`config.mk`:
```
export PLATFORM = sky130hd
export DESIGN_NAME = fetch_sequencer
export DESIGN_NICKNAME = d
export VERILOG_FILES = /design/src/rtl/fetch_sequencer.sv
export SDC_FILE = /design/constraint.sdc
export NUM_CORES = 1
export LEC_CHECK = 0
export CAP_MARGIN = 10
export CORE_UTILIZATION = 40
export DETAILED_ROUTE_END_ITERATION = 10
export PLACE_DENSITY = 0.7
export SETUP_SLACK_MARGIN = 0.4
export SLEW_MARGIN = 20
export SYNTH_ARGS = -nofsm -noshare
export SYNTH_HDL_FRONTEND = slang
export SYNTH_SLANG_ARGS = --single-unit
export TNS_END_PERCENT = 10
```
`constraint.sdc`:
```
create_clock -name Clk -period 5.4 [get_ports Clk]
set_input_delay 1.62 -clock Clk [delete_from_list [all_inputs] [get_ports Clk]]
set_output_delay 1.62 -clock Clk [all_outputs]
set_load 0.1 [all_outputs]
```
`src/rtl/fetch_sequencer.sv`:
```
// Program-counter sequencer for a combinational-ROM fetch: ProgCtr updates one cycle after its cause.
// Optional run-cycle counter output CycleCnt when FETCH_CYCLE_CNT_EN is defined.
module fetch_sequencer #(
   parameter int A = 12
) (
   input  logic         Clk,
   input  logic         Reset,
   input  logic         Start,
   input  logic [A-1:0] StartAddr,
   input  logic         Halt,
   input  logic         Stall,
   input  logic         BranchAbs,
   input  logic         BranchRel,
   input  logic         Taken,
   input  logic [A-1:0] Target,
   output logic [A-1:0] ProgCtr,
   output logic         Busy,
   output logic         Done
`ifdef FETCH_CYCLE_CNT_EN
   ,
   output logic [15:0]  CycleCnt
`endif
);

   typedef enum logic [1:0] {
      IDLE = 2'd0,
      RUN  = 2'd1,
      DONE = 2'd2
   } state_t;

   state_t state;

   // Busy/Done are registered alongside state so they never see input glitches.
   always_ff @(posedge Clk) begin
      if (Reset) begin
         state   <= IDLE;
         ProgCtr <= '0;
         Busy    <= 1'b0;
         Done    <= 1'b0;
      end else begin
         case (state)
            IDLE, DONE: begin
               if (Start) begin
                  state   <= RUN;
                  ProgCtr <= StartAddr;
                  Busy    <= 1'b1;
                  Done    <= 1'b0;
               end
            end
            RUN: begin
               if (Halt) begin
                  state <= DONE;
                  Busy  <= 1'b0;
                  Done  <= 1'b1;
               end else if (Stall) begin
                  ProgCtr <= ProgCtr;
               end else if (BranchAbs && Taken) begin
                  ProgCtr <= Target;
               end else if (BranchRel && Taken) begin
                  // Unsigned add of the two's-complement offset wraps modulo 2^A.
                  ProgCtr <= ProgCtr + Target;
               end else begin
                  ProgCtr <= ProgCtr + A'(1);
               end
            end
            default: begin
               state   <= IDLE;
               ProgCtr <= '0;
               Busy    <= 1'b0;
               Done    <= 1'b0;
            end
         endcase
      end
   end

`ifdef FETCH_CYCLE_CNT_EN
   always_ff @(posedge Clk) begin
      if (Reset) begin
         CycleCnt <= '0;
      end else if (state == RUN) begin
         if (CycleCnt != 16'hFFFF)
            CycleCnt <= CycleCnt + 16'd1;
      end else if (Start) begin
         CycleCnt <= '0;
      end
   end
`endif

endmodule

```
==> summary.txt <==
Status
  – Status: complete, no violations

STA
  – Fmax achieved: ~250 MHz
  – Worst-Margin Slew: slightly below 1 ns
  – Max_slew headroom: 0.352
  – Fin Clk Skew: 0.00228 ns
  – Setup TNS: 0 ns
  – Final Critical Period: 3.97 ns
  – Fin. Hold Viols: 0
  – Crit share post-route: 0.735
  – Unrepaired setup endpoints after global routing: no
  – Setup WS post-layout: 1.43 ns
  – Max Slew Vio Count: 0
  – Hold slack: ~0.51 ns
  – Final setup fails: 0

Route
  – Routed vias/inst: approximately 5.7
  – # DRC: 0
  – Via count: 1608
  – Router iterations before antenna repair: 4
  – Avg WL per Cell: ~15 microns
  – Highest Signal Layer: met4
  – Post-DRT Antenna Nets: 0
  – Met3 routed WL: 308 microns
  – First-iteration detailed-routing DRC count: a little under 90
  – Final WL: 4280 microns
  – Met2 WL: around 2000 microns
  – Wl on met1: 2000 microns

Logic synthesis
  – Post-synthesis instance total: 197
  – Post-synthesis sequential area ratio: 0.199
  – Top FF cell, synth: dfxtp_1
  – Syn nets: 241
  – Async SR Flop Fraction: 0
  – Yosys warns: 0
  – Number of synthesized register bits: 15
  – Avg Cell Area, Syn: approximately 7.7 sq um
  – Biggest area consumer among synthesized cells: dfxtp_1
  – Top-count cell post-synth: nor2_1
  – Post-synth EDFFs: 0
  – Area contributors post-synth: dfxtp_1 (20%), ha_1 (9.1%), nor2_1 (6.0%)
  – Distinct cells, synth: 46
  – Post-synth top cells: nor2_1 (24), a21oi_1 (17), dfxtp_1 (15), and3_1 (14), nand2_1 (14)
  – Yosys top cell area share: 0.199
  – Post-Syn Area: 0.00151 sq mm

Placement
  – Gpl congestion: 0.865
  – # port buffers: 45
  – Placed cells: roughly 280
  – Final HPWL DP: 3160 microns
  – Worst slack, placed: about 1.2 ns

Clock tree
  – H-tree depth: 1
  – CTS Buffer Depth: 2
  – Worst-Skew Late Latency: 0.26 ns
  – Total CTS buffers: 3
  – CTS tree: done
  – Hold-fix buffers at CTS: 0
  – Clk pin slew, worst setup/hold paths: 0.07 ns
  – Clock root cell: clkbuf_8
  – Buffer count from post-CTS setup fixing: 0
  – Post-CTS Resized: 0
  – Clk sinks: 15

Job
  – # Max-Cap Violations: 0

Power and ir drop
  – Pwr dens: 238 mW/mm^2
  – Switch share: 0.455
  – Share of total power in the clock network: 0.208
  – P_int: about 0.26 mW
  – Peak VDD IR: 0.164 mV
  – Leakage: ~0.81 nW
  – Comb pwr share: 0.507
  – Sequential share of power: 0.285
  – Net Sw Power: between 0.2 and 0.25 mW

Layout
  – Layout Utilization: 0.575
  – Sequential Area: 300 sq um
  – Diodes inserted: 0
  – Layout overhead on the synthesized area: 32.0%
  – Fillers: 339
  – Layout cell share with drive strength beyond 1: 0.0598
  – Multi-input gate area: between 0.001 and 0.0015 sq mm
  – Final #Nets: 279
  – Non-Filler Instances: 280

Hold path
  – HP Class: reg2reg
  – HP Start: Busy

Global routing
  – Initial antenna violation count: 0
  – GR Util All Layers: 0.217
  – Vias in the first global route: approximately 1.5k
  – Pin count of the biggest net entering global routing: 23
  – First-pass GRT wire length: 6930 microns
  – GR Overflow Total: 0

Setup path
  – Crit path required time: approximately 5.6 ns
  – Crit end category: flip-flop
  – CP Max Fanout: 15
  – Crit path kind: in2reg
  – Critical path origin: Taken
  – Critical Path Start Type: input pin
  – R2R Setup Slk: 3.32 ns
  – R2R Path Start: ProgCtr[0]
  – CP Data Arrival Time: 4.12 ns

Floorplanning
  – Row cnt: 21
  – Die area: 0.00403 sq mm
  – Initial Utilization: 0.436
  – Die width: 63.5 microns
  – # IOs: 46
  – Chip height: 63.5 microns
  – Core ar.: 0.00347 sq mm
cell families (layout without fill, tap and decap cells):
kind of cell | after synthesis | after routing | synth area share
AO/OA/AOI/OAI | 68 | 68 | 0.317
XOR/XNOR | 5 | 5 | 0.0290
adder cells (fa/ha/maj) | 12 | 12 | 0.104
buffers and inverters | 14 | 51 | 0.0521
flip-flops | 15 | 15 | 0.199
multiplexers | 5 | 5 | 0.0348
AND/OR/NAND/NOR | 78 | 78 | 0.264
power by group through the flow:
stage | clock network (mW) | logic (mW) | registers, mW
6_report | 0.0989 | 0.241 | 0.135
5_1_grt | 0.105 | 0.258 | 0.137
4_1_cts | 0.0989 | 0.241 | 0.135
3_5_place_dp | 0 | 0.239 | 0.138
3_3_place_gp | 0 | 0.240 | 0.138
2_1_floorplan | 0 | 0.101 | 0.212
through the flow:
step,instance area (sq um),power (mW)
6_report,1990,0.476
5_1_grt,1990,0.500
4_1_cts,1990,0.475
3_5_place_dp,1950,0.377
3_3_place_gp,1950,0.377
2_1_floorplan,1510,0.314
critical path, stage by stage:
cell	delay (ns)
clkdlybuf4s50_1	0.73
nand3b_1	0.13
ha_1	0.24
fa_1	0.44
a211oi_1	0.26
o21bai_1	0.18
o211ai_1	0.23
nor3b_1	0.21
nor3_1	0.07
per-layer routing:
| metal | global-route usage | up-vias |
|---|---|---|
| met5 | 0 | - |
| met4 | 0.0398 | 0 |
| met3 | 0.0471 | 2 |
| met2 | 0.356 | 60 |
| met1 | 0.291 | 727 |
| li1 | - | 819 |
area by class of cell:
cell class / instances / area share
clock inverter: 1 / 0.00251
tap: 46 / 0.0289
multi-input combinational: 168 / 0.568
timing repair buffer: 45 / 0.226
clock buffer: 3 / 0.0207
sequential: 15 / 0.151
inverter: 2 / 0.00376
registers in the layout, summed over array words and instances, names as in the netlist:
name	cells
ProgCtr	12
Busy	1
Done	1
state	1
path summary, 6_finish.rpt:
kind	cells after the start	to
max reg2reg	7	ProgCtr[10]
max	9	ProgCtr[10]
min reg2reg	2	Busy
min	2	Busy
layout by cell type (no fill, tap or decap), types with 5 or more instances in the layout:
cell type        instances
o21bai_1                 5
o21ai_0                 13
nand2_1                 14
a211oi_1                 6
dfxtp_1                 15
a221oi_1                 5
ha_1                    11
nand2b_1                 7
nor2_1                  24
and3_1                  14
clkdlybuf4s50_1         45
a21oi_1                 17
Power figures use the tool's default switching activity.
